### config.mk
export PLATFORM = sky130hd
export DESIGN_NAME = dma_write_master_flat
export DESIGN_NICKNAME = d
export VERILOG_FILES = /design/src/rtl/dma_write_master_if.sv /design/src/rtl/dma_write_master.sv /design/src/flat_wrapper.sv
export SDC_FILE = /design/constraint.sdc
export NUM_CORES = 1
export LEC_CHECK = 0
export CAP_MARGIN = 20
export CORE_MARGIN = 2
export CORE_UTILIZATION = 33
export CTS_BUF_LIST = sky130_fd_sc_hd__clkbuf_2 sky130_fd_sc_hd__clkbuf_4 sky130_fd_sc_hd__clkbuf_8
export DETAILED_ROUTE_END_ITERATION = 16
export GPL_ROUTABILITY_DRIVEN = 0
export PLACE_DENSITY = 0.65
export SETUP_SLACK_MARGIN = 0.3
export SYNTH_ARGS = -nofsm -noshare
export SYNTH_HDL_FRONTEND = slang
export SYNTH_SLANG_ARGS = --single-unit
### constraint.sdc
create_clock -name clk -period 7.4 [get_ports clk]
set_clock_uncertainty 0.2 [all_clocks]
set_input_delay 1.48 -clock clk [delete_from_list [all_inputs] [get_ports clk]]
set_output_delay 1.48 -clock clk [all_outputs]
set_load 0.005 [all_outputs]
### src/rtl/dma_write_master_if.sv
`default_nettype none
// ============================================================================
// Module   : dma_write_master_if
// Brief    : AXI4 write-channel bundle (AW/W/B) between a write master and a slave.
// Revision : 1.0 - initial release
// ============================================================================
interface dma_write_master_if #(
    parameter int ADDR_WIDTH = 32,
    parameter int DATA_WIDTH = 32
);
    logic [ADDR_WIDTH-1:0]   awaddr;
    logic [7:0]              awlen;
    logic [2:0]              awsize;
    logic [1:0]              awburst;
    logic                    awvalid;
    logic                    awready;
    logic [DATA_WIDTH-1:0]   wdata;
    logic [DATA_WIDTH/8-1:0] wstrb;
    logic                    wlast;
    logic                    wvalid;
    logic                    wready;
    logic [1:0]              bresp;
    logic                    bvalid;
    logic                    bready;

    modport master (
        output awaddr, awlen, awsize, awburst, awvalid,
        input  awready,
        output wdata, wstrb, wlast, wvalid,
        input  wready,
        input  bresp, bvalid,
        output bready
    );

    modport slave (
        input  awaddr, awlen, awsize, awburst, awvalid,
        output awready,
        input  wdata, wstrb, wlast, wvalid,
        output wready,
        output bresp, bvalid,
        input  bready
    );
endinterface
`default_nettype wire

### src/rtl/dma_write_master.sv
`default_nettype none
// ============================================================================
// Module   : dma_write_master
// Brief    : Drains FIFO words into memory as AXI4 INCR bursts, one burst in flight.
// Options  : DMA_WR_BRESP_ERR_EN adds o_write_err and aborts on an error response.
// Revision : 1.0 - initial release
// ============================================================================
module dma_write_master #(
    parameter int C_M_AXI_ADDR_WIDTH = 32,
    parameter int C_M_AXI_DATA_WIDTH = 32,
    parameter int MAX_BURST_BYTES    = 256
) (
    input  logic                          clk,
    input  logic                          reset_n,
    input  logic                          i_start,
    input  logic [C_M_AXI_ADDR_WIDTH-1:0] i_dst_addr,
    input  logic [31:0]                   i_total_len,
    output logic                          o_write_done,
    input  logic                          i_fifo_empty,
    input  logic [C_M_AXI_DATA_WIDTH-1:0] i_fifo_data,
    output logic                          o_fifo_pop,
`ifdef DMA_WR_BRESP_ERR_EN
    output logic                          o_write_err,
`endif
    dma_write_master_if.master            m_axi
);

    localparam logic [31:0] c_max_burst = 32'(MAX_BURST_BYTES);
    localparam logic [31:0] c_page      = 32'h0000_1000;

    typedef enum logic [3:0] {
        S_IDLE = 4'b0001,
        S_ADDR = 4'b0010,
        S_DATA = 4'b0100,
        S_RESP = 4'b1000
    } state_t;

    state_t      state_q, state_d;
    logic [31:0] addr_q, addr_d;
    logic [31:0] rem_q, rem_d;
    logic        awvalid_q, awvalid_d;
    logic [7:0]  last_idx_q, last_idx_d;
    logic [7:0]  beat_q, beat_d;
    logic        done_q, done_d;
`ifdef DMA_WR_BRESP_ERR_EN
    logic        err_q, err_d;
`endif

    logic [31:0] w_start_addr;
    logic [31:0] w_start_len;
    logic [31:0] w_to_page;
    logic [31:0] w_burst;
    logic [7:0]  w_awlen;
    logic        w_wvalid;
    logic        w_wlast;
    logic        w_w_hs;
    logic        w_unused;

    assign w_start_addr = {i_dst_addr[31:2], 2'b00};
    assign w_start_len  = {i_total_len[31:2], 2'b00};

    // Burst length depends only on registered address/remaining, so AW stays stable while pending.
    assign w_to_page = c_page - {20'd0, addr_q[11:0]};

    always_comb begin
        w_burst = rem_q;
        if (w_burst > c_max_burst) begin
            w_burst = c_max_burst;
        end
        if (w_burst > w_to_page) begin
            w_burst = w_to_page;
        end
    end

    // A 1024-byte burst gives [9:2] == 0, which wraps to awlen 255 as intended.
    assign w_awlen = w_burst[9:2] - 8'd1;

    assign w_wvalid = (state_q == S_DATA) && !i_fifo_empty;
    assign w_wlast  = w_wvalid && (beat_q == last_idx_q);
    assign w_w_hs   = w_wvalid && m_axi.wready;

    always_ff @(posedge clk or negedge reset_n) begin
        if (!reset_n) begin
            state_q    <= S_IDLE;
            addr_q     <= 32'd0;
            rem_q      <= 32'd0;
            awvalid_q  <= 1'b0;
            last_idx_q <= 8'd0;
            beat_q     <= 8'd0;
            done_q     <= 1'b0;
`ifdef DMA_WR_BRESP_ERR_EN
            err_q      <= 1'b0;
`endif
        end else begin
            state_q    <= state_d;
            addr_q     <= addr_d;
            rem_q      <= rem_d;
            awvalid_q  <= awvalid_d;
            last_idx_q <= last_idx_d;
            beat_q     <= beat_d;
            done_q     <= done_d;
`ifdef DMA_WR_BRESP_ERR_EN
            err_q      <= err_d;
`endif
        end
    end

    always_comb begin
        state_d    = state_q;
        addr_d     = addr_q;
        rem_d      = rem_q;
        awvalid_d  = awvalid_q;
        last_idx_d = last_idx_q;
        beat_d     = beat_q;
        done_d     = done_q;
`ifdef DMA_WR_BRESP_ERR_EN
        err_d      = err_q;
`endif

        case (state_q)
            S_IDLE: begin
                if (i_start) begin
`ifdef DMA_WR_BRESP_ERR_EN
                    err_d = 1'b0;
`endif
                    if (w_start_len == 32'd0) begin
                        done_d = 1'b1;
                    end else begin
                        done_d    = 1'b0;
                        addr_d    = w_start_addr;
                        rem_d     = w_start_len;
                        awvalid_d = 1'b1;
                        state_d   = S_ADDR;
                    end
                end
            end

            S_ADDR: begin
                if (awvalid_q && m_axi.awready) begin
                    awvalid_d  = 1'b0;
                    last_idx_d = w_awlen;
                    beat_d     = 8'd0;
                    state_d    = S_DATA;
                end
            end

            S_DATA: begin
                if (w_w_hs) begin
                    beat_d = beat_q + 8'd1;
                    if (w_wlast) begin
                        state_d = S_RESP;
                    end
                end
            end

            S_RESP: begin
                if (m_axi.bvalid) begin
                    addr_d = addr_q + w_burst;
                    rem_d  = rem_q - w_burst;
`ifdef DMA_WR_BRESP_ERR_EN
                    if (m_axi.bresp != 2'b00) begin
                        err_d = 1'b1;
                        rem_d = 32'd0;
                    end
`endif
                    // Raise AW for the next burst in the same edge as B to save a cycle.
                    if (rem_d != 32'd0) begin
                        awvalid_d = 1'b1;
                        state_d   = S_ADDR;
                    end else begin
                        done_d  = 1'b1;
                        state_d = S_IDLE;
                    end
                end
            end

            default: begin
                awvalid_d = 1'b0;
                state_d   = S_IDLE;
            end
        endcase
    end

    assign m_axi.awaddr  = addr_q;
    assign m_axi.awlen   = w_awlen;
    assign m_axi.awsize  = 3'b010;
    assign m_axi.awburst = 2'b01;
    assign m_axi.awvalid = awvalid_q;
    assign m_axi.wdata   = i_fifo_data;
    assign m_axi.wstrb   = 4'hF;
    assign m_axi.wlast   = w_wlast;
    assign m_axi.wvalid  = w_wvalid;
    assign m_axi.bready  = (state_q == S_RESP);

    assign o_fifo_pop   = w_w_hs;
    assign o_write_done = done_q;
`ifdef DMA_WR_BRESP_ERR_EN
    assign o_write_err  = err_q;
    assign w_unused     = &{1'b0, i_dst_addr[1:0], i_total_len[1:0]};
`else
    assign w_unused     = &{1'b0, i_dst_addr[1:0], i_total_len[1:0], m_axi.bresp};
`endif

endmodule
`default_nettype wire

### src/flat_wrapper.sv
// flat-port wrapper written by rule: the top's interface ports become plain ports
module dma_write_master_flat 
#(
    parameter int C_M_AXI_ADDR_WIDTH = 32,
    parameter int C_M_AXI_DATA_WIDTH = 32,
    parameter int MAX_BURST_BYTES    = 256
)
  (clk, reset_n, i_start, i_dst_addr, i_total_len, o_write_done, i_fifo_empty, i_fifo_data, o_fifo_pop, m_axi_awaddr, m_axi_awlen, m_axi_awsize, m_axi_awburst, m_axi_awvalid, m_axi_awready, m_axi_wdata, m_axi_wstrb, m_axi_wlast, m_axi_wvalid, m_axi_wready, m_axi_bresp, m_axi_bvalid, m_axi_bready);
  dma_write_master_if m_axi_i ();
  input  logic clk;
  input  logic reset_n;
  input  logic i_start;
  input  logic [C_M_AXI_ADDR_WIDTH-1:0] i_dst_addr;
  input  logic [31:0] i_total_len;
  output logic o_write_done;
  input  logic i_fifo_empty;
  input  logic [C_M_AXI_DATA_WIDTH-1:0] i_fifo_data;
  output logic o_fifo_pop;
  output wire logic [$bits(m_axi_i.awaddr)-1:0] m_axi_awaddr;
  output wire logic [$bits(m_axi_i.awlen)-1:0] m_axi_awlen;
  output wire logic [$bits(m_axi_i.awsize)-1:0] m_axi_awsize;
  output wire logic [$bits(m_axi_i.awburst)-1:0] m_axi_awburst;
  output wire logic [$bits(m_axi_i.awvalid)-1:0] m_axi_awvalid;
  input wire logic [$bits(m_axi_i.awready)-1:0] m_axi_awready;
  output wire logic [$bits(m_axi_i.wdata)-1:0] m_axi_wdata;
  output wire logic [$bits(m_axi_i.wstrb)-1:0] m_axi_wstrb;
  output wire logic [$bits(m_axi_i.wlast)-1:0] m_axi_wlast;
  output wire logic [$bits(m_axi_i.wvalid)-1:0] m_axi_wvalid;
  input wire logic [$bits(m_axi_i.wready)-1:0] m_axi_wready;
  input wire logic [$bits(m_axi_i.bresp)-1:0] m_axi_bresp;
  input wire logic [$bits(m_axi_i.bvalid)-1:0] m_axi_bvalid;
  output wire logic [$bits(m_axi_i.bready)-1:0] m_axi_bready;
  assign m_axi_awaddr = m_axi_i.awaddr;
  assign m_axi_awlen = m_axi_i.awlen;
  assign m_axi_awsize = m_axi_i.awsize;
  assign m_axi_awburst = m_axi_i.awburst;
  assign m_axi_awvalid = m_axi_i.awvalid;
  assign m_axi_i.awready = m_axi_awready;
  assign m_axi_wdata = m_axi_i.wdata;
  assign m_axi_wstrb = m_axi_i.wstrb;
  assign m_axi_wlast = m_axi_i.wlast;
  assign m_axi_wvalid = m_axi_i.wvalid;
  assign m_axi_i.wready = m_axi_wready;
  assign m_axi_i.bresp = m_axi_bresp;
  assign m_axi_i.bvalid = m_axi_bvalid;
  assign m_axi_bready = m_axi_i.bready;
  dma_write_master #(.C_M_AXI_ADDR_WIDTH(C_M_AXI_ADDR_WIDTH), .C_M_AXI_DATA_WIDTH(C_M_AXI_DATA_WIDTH), .MAX_BURST_BYTES(MAX_BURST_BYTES)) u_core (.clk(clk), .reset_n(reset_n), .i_start(i_start), .i_dst_addr(i_dst_addr), .i_total_len(i_total_len), .o_write_done(o_write_done), .i_fifo_empty(i_fifo_empty), .i_fifo_data(i_fifo_data), .o_fifo_pop(o_fifo_pop), .m_axi(m_axi_i));
endmodule
Yosys cells after proc, flatten, opt, wreduce, memory -nomap -nowiden
Index checks and enable logic that the tools add are counted.
{ "totals": {"register_bits": 86, "latch_bits": 0, "ram_bits": 0, "romBits": 0, "inputBits": 105, "out_inout_bits": 87, "wordCells": 75, "mem_count": 0} }
{ "classes": {"add_sub_neg": 5, "n_mul": 0, "n_div": 0, "n_lt_le_gt_ge": 2, "n_eq_ne": 13, "shift": 0, "n_mux": 32, "bitwise": 1, "n_reduce_logical": 15} }
{ "op_table": {"columns": ["cell", "count"], "rows": [
  ["32-bit 2-to-1 mux", 8],
  ["32-bit case mux with 2 select lines", 2],
  ["32-bit adder", 1],
  ["32-bit > comparator", 1],
  ["32-bit by 9-bit > comparator with 1-bit output, second input constant", 1],
  ["32-bit zero test", 1],
  ["32-bit nonzero test", 1],
  ["32-bit subtractor", 1],
  ["4-bit 2-to-1 mux", 6],
  ["8-bit 2-to-1 mux", 2],
  ["4-bit case mux with 4 select lines", 1],
  ["8-bit case mux with 2 select lines", 1],
  ["13-bit by 12-bit subtractor with 14-bit output, first input constant", 1],
  ["2-bit inequality test, second input constant", 6],
  ["6-bit AND reduction", 2],
  ["1-bit 2-to-1 mux", 9],
  ["8-bit by 1-bit adder with 8-bit output, second input constant", 1],
  ["8-bit == test", 1],
  ["4-bit AND reduction", 2],
  ["8-bit by 1-bit subtractor with 8-bit output, second input constant", 1],
  ["4-bit by 1-bit == test with 1-bit output, second input constant", 1],
  ["4-bit by 2-bit == test with 1-bit output, second input constant", 1],
  ["4-bit by 3-bit == test with 1-bit output, second input constant", 1],
  ["4-bit == test, second input constant", 1],
  ["other kinds (10)", 15]
]} }

Depth between registers and ports, before layout
Gate-level depths: netlist of run 1.
{ "logic_depth": {"word_depth": 9, "depth_mapped": 32, "mapped_depth_nobuf": 29} }

Worst setup path before layout of run 1
No wires, ideal clock.
{ "synth_timing": {"kind": "flip-flop to flip-flop", "from": "register u_core.addr_q[4], in the netlist u_core.m_axi.awaddr[4]", "to": "register u_core.state_q[0]", "setup_time_ns": 0.060, "arrival_time_ns": 6.712, "t_required_ns": 7.140, "path_slack_ns": 0.428, "path_stages_with_launch": 32, "n_path_buf": 3, "synth_period_minus_slack_ns": 6.972, "path_cell_list": "dfrtp_1 or4_4 or4_1 nor2_1 xor2_1 ha_1 nand3_1 o21bai_1 a21oi_1 o21a_1 buf_2 buf_1 nand2_1 o21ai_0 ha_1 inv_1 fa_1 a211oi_1 o21bai_1 a21oi_1 nand2_1 mux2_2 a211oi_2 or2_1 buf_4 xnor2_1 or4_1 nor3_1 nand4_1 nor4_2 a21o_1 o221a_2"} }
{ "synth_via": {"elab_chain_cells": 8} }
{ "synth_lines": {"columns": ["element", "line", "text"], "rows": [
  ["from (decl)", "dma_write_master.sv:39", "logic [31:0] addr_q, addr_d;"],
  ["from (signal assigned)", "dma_write_master.sv:96", "addr_q <= addr_d;"],
  ["13-bit by 12-bit subtractor with 14-bit output *", "dma_write_master.sv:63", "assign w_to_page = c_page - {20'd0, addr_q[11:0]};"],
  ["32-bit > comparator", "dma_write_master.sv:70", "if (w_burst > w_to_page) begin"],
  ["32-bit 2-to-1 mux *", "dma_write_master.sv:70", null],
  ["32-bit subtractor *", "dma_write_master.sv:159", "rem_d = rem_q - w_burst;"],
  ["32-bit nonzero test *", "dma_write_master.sv:167", "if (rem_d != 32'd0) begin"],
  ["2-bit 2-to-1 mux *", "dma_write_master.sv:167", null],
  ["4-bit 2-to-1 mux *", "dma_write_master.sv:157", "if (m_axi.bvalid) begin"],
  ["4-bit case mux with 4 select lines *", "dma_write_master.sv:120", "case (state_q)"],
  ["to (signal assigned)", "dma_write_master.sv:95", "state_q <= state_d;"],
  ["to (decl)", "dma_write_master.sv:38", "state_t state_q, state_d;"]
]} }
Every way passes the cells marked *; elsewhere a longest branch is shown, timed or not. The select of a mux whose other input is x is not followed.
A chain may end at the register's enable or synchronous reset.

Worst setup path after layout of run 1
{ "layout_timing": {"from": "register u_core.rem_q[11]", "to": "output port m_axi_awlen[7]"} }
{ "layout_via": {"elab_chain_cells": 5} }
{ "layout_lines": {"columns": ["element", "line", "text"], "rows": [
  ["from (decl)", "dma_write_master.sv:40", "logic [31:0] rem_q, rem_d;"],
  ["from (signal assigned)", "dma_write_master.sv:97", "rem_q <= rem_d;"],
  ["32-bit by 9-bit > comparator with 1-bit output", "dma_write_master.sv:67", "if (w_burst > c_max_burst) begin"],
  ["32-bit 2-to-1 mux *", "dma_write_master.sv:67", null],
  ["32-bit > comparator", "dma_write_master.sv:70", null],
  ["32-bit 2-to-1 mux *", "dma_write_master.sv:70", null],
  ["8-bit by 1-bit subtractor with 8-bit output *", "dma_write_master.sv:76", "assign w_awlen = w_burst[9:2] - 8'd1;"],
  ["to (decl)", "flat_wrapper.sv:20", "output wire logic [$bits(m_axi_i.awlen)-1:0] m_axi_awlen;"]
]} }
Every way passes the cells marked *; elsewhere a longest branch is shown, timed or not.

==> results_dict.tcl, run 1 <==
set metrics [dict create \
    clock.fmax_ghz 0.146 \
    netlist_area_sq_um 8620 \
    synth_cell_types 81 \
    max_stage_delay_ns 0.63 \
    finalPower_mw 4.46 \
    arrival_ns 5.18 \
    ir_worst_vdd_mv 0.297 \
    grt_pass1_wl_microns 41000 \
    synth_top_area_cell "dfrtp_1" \
    synth_area_leaders "dfrtp_1 25%, ha_1 11%, nand2_1 6.6%" \
    use_met1 0.241 \
    seq_area_frac_synth 0.250 \
    final_cells 1572 \
    drc 0 \
    leakagePower_nw 4.59 \
    overflow 0 \
    finalCriticalPeriod_ns 6.86 \
    antenna_found_initial 0 \
    period_share 0.927 \
    io_pins 192 \
    cp_slowest_cell "mux2i_1" \
    met2_usage 0.296 \
    hp-class "reg2reg" \
    die_area_sq_um 27400 \
    portBuffers 112 \
    maxSlewViolCount 0 \
    top_usage_layer "met2" \
    grt_max_degree 91 \
    powerDensity_nw_per_um2 427 \
    via_per_inst 5.30 \
    cap_violations 0 \
    synth_cells 1115 \
    yosys_warnings 0 \
    cts_tree "yes" \
    num-nets-final 1414 \
    layout_common_cells "150 x nand2_1, 111 x clkdlybuf4s50_1, 97 x a21oi_1, 91 x nor2_1, 85 x dfrtp_1" \
    drt_pre_antenna_iters 5 \
    start_util 0.334 \
    cp-start-kind "register" \
    cts_made_buffers 9 \
    outcome "completed" \
    antenna_cells 0 \
    drt-initial-drc-count 444 \
    tns_ns 0 \
    area_growth_pct 21.1 \
    clock_sinks 86 \
    clock_latency_ns 0.39 \
    path_max_fanout 13 \
    synth-seq-cells 86 \
    dieHeight_microns 166 \
    clk_pin_slew_worst_paths_ns 0.10 \
    route.antenna.remaining_nets 0 \
    worstSetupEndpointType "output port" \
    std_cell_rows 59 \
    rsz0062_at_grt "false" \
    cts.path.max_buffers 2 \
    drive_gt1_frac 0.0800 \
    grtUsageTotal 0.181 \
    hold_viol_final 0 \
    crit_chain "nor4_2 -> nand4_2 -> a211oi_4 -> buf_4 -> and2_1 -> ha_1 -> o21a_1 -> nor2_1 -> a311oi_2 -> o21a_1 -> buf_4 -> mux2i_1 -> nand3_1 -> nor3_2 -> xnor2_1 -> clkdlybuf4s50_1" \
    crit_required_ns 5.72 \
    final_common_cell "nand2_1" \
    vias 8336 \
    h-tree-depth 3 \
    cts.hold.buffers_added 0 \
    worstSetupPathType "reg2out" \
    slew_headroom 0.351 \
    synth_flop_cell "dfrtp_1" \
    synth_edf_count 0 \
    place_hpwl_microns 19100 \
    timing_worst_slew_pin_value_ns 0.973 \
    critPathTopFamily "simple AND/OR/NAND/NOR gates" \
    fp.coreArea_sq_um 25800 \
    synthArstFlopShare 1.00 \
    syn_avg_cell_area_sq_um 7.73 \
    first_global_vias 7976 \
    synth.top_cell.area_share 0.247 \
    wl_microns 25200 \
    cts_root_buf "clkbuf_8" \
    die_w_microns 166 \
    gr-usage-met3 0.0354 \
    dp.cells 1546 \
    setup_viol 0 \
    worst-path-buf-inv 3 \
    avgRoutedWirePerCell_microns 16.0 \
]
==> cells by family (layout without fill, tap and decap cells) <==
family          count (synthesis)  after routing  share of synthesized area
mux                            11             11                     0.0131
buf+inv                       130            204                     0.0754
flops                          86             86                      0.250
compound gates                340            340                      0.250
other cells                     2             50                   0.000871
simple gates                  386            386                      0.213
xor+xnor                       81             81                     0.0823
fa+ha+maj                      79             79                      0.116
==> power by group <==
| part | switching, mW | internal, mW |
|---|---|---|
| Combinational | 1.75 | 1.45 |
| Sequential | 0.239 | 0.666 |
| Clock | 0.204 | 0.160 |
| Total | 2.19 | 2.27 |
==> area by class of cell <==
| type | count | area (sq um) |
|---|---|---|
| Timing Repair Buffer | 144 | 1360 |
| Clock buffer | 9 | 124 |
| Inverter | 44 | 166 |
| Tap cell | 335 | 419 |
| Fill cell | 2653 | 15400 |
| Clock inverter | 7 | 80.1 |
| Sequential cell | 86 | 2150 |
| Multi-Input combinational cell | 947 | 6140 |
==> worst register-to-register path, delay by kind of cell (launching register included) <==
kind,cells,cell delay [ns]
and+or+nand+nor,9,2.11
DFF,1,0.46
xor gates and xnor gates,1,0.16
adders and majority gates,2,0.54
AOI/OAI and AO/OA,14,2.70
buffers and inverters,4,0.61
==> through the flow <==
| step | hold WS (ns) | util | setup slack (ns) | instance area [sq um] |
|---|---|---|---|---|
| 3_3_place_gp | 0.287 | 0.388 | 0.307 | 10000 |
| 5_1_grt | 0.353 | 0.404 | 0.215 | 10400 |
| 6_report | 0.304 | 0.404 | 0.540 | 10400 |
| 2_1_floorplan | 0.265 | - | 0.428 | 8800 |
| 4_1_cts | 0.307 | 0.397 | 0.319 | 10300 |
| 3_5_place_dp | 0.283 | 0.388 | 0.200 | 10000 |
==> sequential cells by signal, indices dropped and copies added (netlist names) <==
signal	cells
u_core.last_idx_q	8
u_core.o_write_done	1
u_core.m_axi.awaddr	32
u_core.state_q	4
u_core.beat_q	8
u_core.rem_q	32
u_core.m_axi.awvalid	1
==> final timing paths <==
check | startpoint | cells past startpoint | end | slack, ns
max | u_core.rem_q[11] | 16 | m_axi_awlen[7] | 0.54
min | u_core.last_idx_q[2] | 2 | u_core.last_idx_q[2] | 0.30
max reg2reg | u_core.rem_q[11] | 30 | u_core.state_q[0] | 0.59
min reg2reg | u_core.last_idx_q[2] | 2 | u_core.last_idx_q[2] | 0.30
max in group asynchronous | reset_n | 2 | u_core.m_axi.awaddr[31] | 5.05
min in group asynchronous | reset_n | 1 | u_core.m_axi.awaddr[8] | 0.77
==> cells in the mapped netlist, types with 3 or more instances <==
library cell	count
ha_1	75
and2_1	9
a21oi_1	99
dfrtp_1	85
inv_1	43
clkbuf_1	34
nand4_1	16
o21a_1	13
or4_1	5
mux2i_1	9
nor3_1	16
nor4_1	22
nor2_1	92
or3_1	5
nand2_1	151
xnor2_1	43
buf_1	7
or2_2	6
o21ai_1	11
buf_2	3
nand3_1	21
o31ai_1	3
o21ai_0	69
o22ai_1	9
buf_4	42
a211oi_1	10
a21o_1	40
o21bai_1	9
nor4_2	4
a31oi_1	26
nand2b_1	7
and3_1	11
nor2b_1	9
o311ai_0	3
xor2_1	38
o211ai_1	9
==> layer usage <==
metal,vias to the layer above,wire [microns]
met5,-,0
met1,3953,11600
met3,41,1180
met4,0,570
met2,189,11800
li1,4153,-
==> timing repair <==
action,CTS,global route
gates resized for setup,3,29
hold endpoints to repair,0,0
pin swaps,1,12
buffers inserted,2,8
endpoints found under the setup margin,4,21
Note: power is estimated with default switching activity, not from simulation.
==> inputs of run 2 (changes only) <==
--- a/config.mk
+++ b/config.mk
@@ -11,6 +11,7 @@
 export CTS_BUF_LIST = sky130_fd_sc_hd__clkbuf_2 sky130_fd_sc_hd__clkbuf_4 sky130_fd_sc_hd__clkbuf_8
 export DETAILED_ROUTE_END_ITERATION = 16
 export GPL_ROUTABILITY_DRIVEN = 0
+export GPL_TIMING_DRIVEN = 0
 export PLACE_DENSITY = 0.65
 export SETUP_SLACK_MARGIN = 0.3
 export SYNTH_ARGS = -nofsm -noshare
==> results_dict.tcl, run 2 (same netlist as run 1, synthesis figures left out) <==
set metrics [dict create \
    fp.coreArea_sq_um 25800 \
    wl_met3_microns 2130 \
    path_max_fanout 6 \
    start_util 0.334 \
    first_global_vias 8836 \
    top_layer "met5" \
    portBuffers 144 \
    crit_required_ns 7.53 \
    setup_ws_ns 0.286 \
    clock_sinks 86 \
    timing_worst_slew_pin_value_ns 0.942 \
    hold_viol_final 0 \
    maxSlewViolCount 0 \
    finalCriticalPeriod_ns 7.11 \
    wl_met1_microns 13100 \
    drc 0 \
    cp-start-kind "register" \
    hp-class "reg2reg" \
    clock.fmax_ghz 0.141 \
    worstSetupPathType "reg2reg" \
    period_share 0.961 \
    rsz0062_at_grt "true" \
    powerDensity_nw_per_um2 418 \
    dr_wl_met2_microns 13500 \
    wl_microns 30000 \
    cpMostUsedCell "or4_4" \
    grt_pass1_wl_microns 46700 \
    post-place-ws_ns -0.832 \
    final_common_cell "nand2_1" \
    die_area_sq_um 27400 \
    place_hpwl_microns 22700 \
    leakagePower_nw 5.08 \
    overflow 0 \
    r2r-start "u_core.m_axi.awaddr[2]" \
    outcome "completed" \
    cts_made_buffers 9 \
    worstSetupEndpointType "register" \
    num-nets-final 1541 \
    drt_pre_antenna_iters 5 \
    cts.path.max_buffers 2 \
    drive_gt1_frac 0.133 \
    cts_root_buf "clkbuf_8" \
    clock_latency_ns 0.40 \
    area_growth_pct 33.8 \
    arrival_ns 7.25 \
    hp-start "u_core.last_idx_q[2]" \
    stdcell_area_sq_um 11500 \
    finalPower_mw 4.82 \
    antenna_found_initial 1 \
    cts_tree "yes" \
    slew_headroom 0.372 \
    antenna_cells 0 \
    ir_worst_vdd_mv 0.236 \
    final_cells 1698 \
    std_cell_rows 59 \
    setup_viol 0 \
    dieHeight_microns 166 \
    via_per_inst 5.46 \
    clk_pin_slew_worst_paths_ns 0.09 \
    fillers 2595 \
    avgRoutedWirePerCell_microns 17.6 \
    max_stage_delay_ns 0.60 \
    grtUsageTotal 0.210 \
    cts.hold.buffers_added 0 \
    grt_max_degree 66 \
    cap_violations 0 \
    drt-initial-drc-count 735 \
    vias 9279 \
    die_w_microns 166 \
    crit_start "u_core.m_axi.awaddr[2]" \
    route.antenna.remaining_nets 0 \
    h-tree-depth 3 \
    io_pins 192 \
    cp_slowest_cell "or4_4" \
    dp.cells 1643 \
    placed_area_sq_um 10700 \
    layout_common_cells "149 x nand2_1, 143 x clkdlybuf4s50_1, 94 x a21oi_1, 90 x nor2_1, 82 x dfrtp_1" \
]
-- run 2: critical path, delay by kind of cell, from the launching register on --
| family | cells | cell delay [ns] |
|---|---|---|
| buffers and inverters | 4 | 0.41 |
| AOI/OAI and AO/OA | 9 | 1.56 |
| DFF | 1 | 0.44 |
| adders and majority gates | 3 | 0.81 |
| and+or+nand+nor | 11 | 3.03 |
| xor gates and xnor gates | 2 | 0.27 |
| muxes | 1 | 0.31 |
-- run 2: area by class of cell --
class                   count  area [sq um]  area share
repair buffers            184          1760       0.152
flip-flops and latches     86          2160       0.187
clock buffers              12           159      0.0138
multi-input cells         948          6340       0.549
well taps                 335           419      0.0363
inverters                  44           166      0.0144
plain buffers              86           520      0.0451
clock inverters             3          20.0     0.00173
-- run 2: repair_timing --
item / 4_1_cts / 5_1_grt
endpoints found under the hold margin: 0 / 0
pin swaps: 10 / 35
setup buffers: 17 / 22
gates resized for setup: 38 / 47
cloned: 1 / 0
endpoints found under the setup margin: 37 / 14
-- run 2: worst paths after layout --
path / to / slack, ns / cells after the start
setup reg to reg: u_core.state_q[0] / 0.29 / 30
min in group asynchronous: u_core.m_axi.awaddr[9] / 0.78 / 1
hold / removal: u_core.last_idx_q[2] / 0.30 / 2
max in group asynchronous: u_core.state_q[0] / 5.53 / 2
hold reg to reg: u_core.last_idx_q[2] / 0.30 / 2
setup / recovery: u_core.state_q[0] / 0.29 / 30
-- run 2: stage by stage --
stage                     hold slack, ns  utilization  TNS (ns)
after global placement             0.285        0.413     -3.24
after floorplan                    0.265            -         0
after global routing               0.343        0.447         0
after detailed placement           0.288        0.414     -3.98
after CTS                          0.308        0.432         0
final                              0.304        0.447         0
-- run 2: power breakdown --
part	switching (mW)	internal [mW]
clock	0.197	0.142
combinational	1.93	1.64
sequential	0.240	0.668
total	2.37	2.45
-- run 2: routing by layer --
| layer | GRT usage | up-vias |
|---|---|---|
| met2 | 0.334 | 389 |
| li1 | - | 4398 |
| met3 | 0.0320 | 80 |
| met4 | 0.0979 | 2 |
| met1 | 0.282 | 4410 |
| met5 | 0 | - |
==> inputs of run 3 (changes only) <==
--- a/config.mk
+++ b/config.mk
@@ -17,3 +17,4 @@
 export SYNTH_ARGS = -nofsm -noshare
 export SYNTH_HDL_FRONTEND = slang
 export SYNTH_SLANG_ARGS = --single-unit
+export TNS_END_PERCENT = 1
==> results_dict.tcl, run 3 (same netlist as run 1, synthesis figures left out) <==
set metrics [dict create \
    worstSetupPathType "reg2reg" \
    p_sw_frac 0.491 \
    pwr-share-comb 0.741 \
    hp-class "reg2reg" \
    max_stage_delay_ns 0.60 \
    avgRoutedWirePerCell_microns 17.6 \
    slew_headroom 0.350 \
    hold_viol_final 0 \
    cp_slowest_cell "or4_4" \
    stdcell_area_sq_um 11500 \
    cpMostUsedCell "or4_4" \
    arrival_ns 7.25 \
    die_area_sq_um 27400 \
    cts_root_buf "clkbuf_8" \
    cts_tree "yes" \
    cap_violations 0 \
    io_pins 192 \
    dieHeight_microns 166 \
    timing_worst_slew_pin_value_ns 0.975 \
    powerDensity_nw_per_um2 418 \
    antenna_found_initial 1 \
    drive_gt1_frac 0.128 \
    first_global_vias 8836 \
    wl_microns 29900 \
    finalPower_mw 4.81 \
    leakagePower_nw 5.07 \
    std_cell_rows 59 \
    rsz0062_at_grt "true" \
    route.antenna.remaining_nets 0 \
    area_growth_pct 33.5 \
    num-nets-final 1540 \
    hp-start "u_core.last_idx_q[2]" \
    start_util 0.334 \
    setup_viol 0 \
    fp.coreArea_sq_um 25800 \
    drt_pre_antenna_iters 7 \
    vias 9223 \
    cts.path.max_buffers 2 \
    grt_max_degree 66 \
    worstSetupEndpointType "register" \
    setup_ws_ns 0.285 \
    drc 0 \
    clk_pin_slew_worst_paths_ns 0.09 \
    antenna_cells 0 \
    p_int_mw 2.45 \
    final_cells 1697 \
    place_hpwl_microns 22700 \
    clock_sinks 86 \
    finalCriticalPeriod_ns 7.12 \
    p_clk_frac 0.070 \
    maxSlewViolCount 0 \
    outcome "completed" \
    crit_required_ns 7.53 \
    grt_pass1_wl_microns 46700 \
    ir_worst_vdd_mv 0.236 \
    h-tree-depth 3 \
    cts.hold.buffers_added 0 \
    die_w_microns 166 \
    grtUsageTotal 0.210 \
    cp-start-kind "register" \
    cts_made_buffers 9 \
    portBuffers 144 \
    via_per_inst 5.43 \
    drt-initial-drc-count 770 \
    pwr-share-seq 0.189 \
    placed_area_sq_um 10700 \
    fillers 2594 \
    clock_latency_ns 0.40 \
    clock.fmax_ghz 0.141 \
    layout_common_cells "149 x nand2_1, 143 x clkdlybuf4s50_1, 95 x a21oi_1, 91 x nor2_1, 82 x dfrtp_1" \
    crit_start "u_core.m_axi.awaddr[2]" \
    post-place-ws_ns -0.832 \
    overflow 0 \
    dp.cells 1643 \
    final_common_cell "nand2_1" \
    r2r-start "u_core.m_axi.awaddr[2]" \
    path_max_fanout 6 \
    p_switching_mw 2.36 \
    period_share 0.962 \
]
## run 3: area by class of cell
cell class	count	area (sq um)	share of cell area
Tap cell	335	419	0.0364
Buffer	86	520	0.0452
Clock buffer	12	159	0.0138
Timing Repair Buffer	183	1750	0.152
Inverter	44	166	0.0144
Sequential cell	86	2160	0.187
Clock inverter	3	20.0	0.00174
Multi-Input combinational cell	948	6320	0.549
## run 3: per-stage QoR
stage	util	hold WS, ns	TNS [ns]
4_1_cts	0.432	0.308	0
3_5_place_dp	0.414	0.288	-3.98
2_1_floorplan	-	0.265	0
3_3_place_gp	0.413	0.285	-3.24
5_1_grt	0.446	0.343	0
6_report	0.446	0.306	0
## run 3: path summary, 6_finish.rpt
path / cells past startpoint / slack (ns) / to
worst min-delay path: 2 / 0.31 / u_core.last_idx_q[2]
worst max-delay path: 30 / 0.28 / u_core.state_q[0]
max in group asynchronous: 2 / 5.53 / u_core.state_q[0]
min in group asynchronous: 1 / 0.77 / u_core.m_axi.awaddr[1]
worst max register to register: 30 / 0.28 / u_core.state_q[0]
worst min register to register: 2 / 0.31 / u_core.last_idx_q[2]
## run 3: repair_timing
item                       4_1_cts  5_1_grt
cloned                           1        0
setup buffers                   17       21
setup endpoints to repair       37       17
resized for setup               37       40
pin swaps                       10       29
## run 3: power groups by stage
stage                     registers [mW]  clock network (mW)  logic [mW]
after global placement             0.908                   0        3.01
after detailed placement           0.911                   0        3.06
after CTS                          0.902               0.344        3.22
after global routing               0.935               0.363        3.90
final                              0.909               0.339        3.56
after floorplan                    0.840                   0        2.18
## run 3: routing by layer
| layer | wire [microns] | global-route usage | up-vias |
|---|---|---|---|
| met1 | 13300 | 0.282 | 4368 |
| met2 | 13300 | 0.334 | 363 |
| li1 | - | - | 4403 |
| met3 | 1860 | 0.0320 | 87 |
| met4 | 1340 | 0.0979 | 2 |
| met5 | 13 | 0 | - |
## run 3: worst max-delay path: cells and delay by family, from the launching register on
| family | cells | cell delay, ns |
|---|---|---|
| buffers and inverters | 4 | 0.41 |
| adder cells (fa/ha/maj) | 3 | 0.81 |
| flip-flops | 1 | 0.44 |
| AND/OR/NAND/NOR | 11 | 3.02 |
| XOR/XNOR | 2 | 0.27 |
| AO/OA/AOI/OAI | 9 | 1.54 |
| multiplexers | 1 | 0.31 |
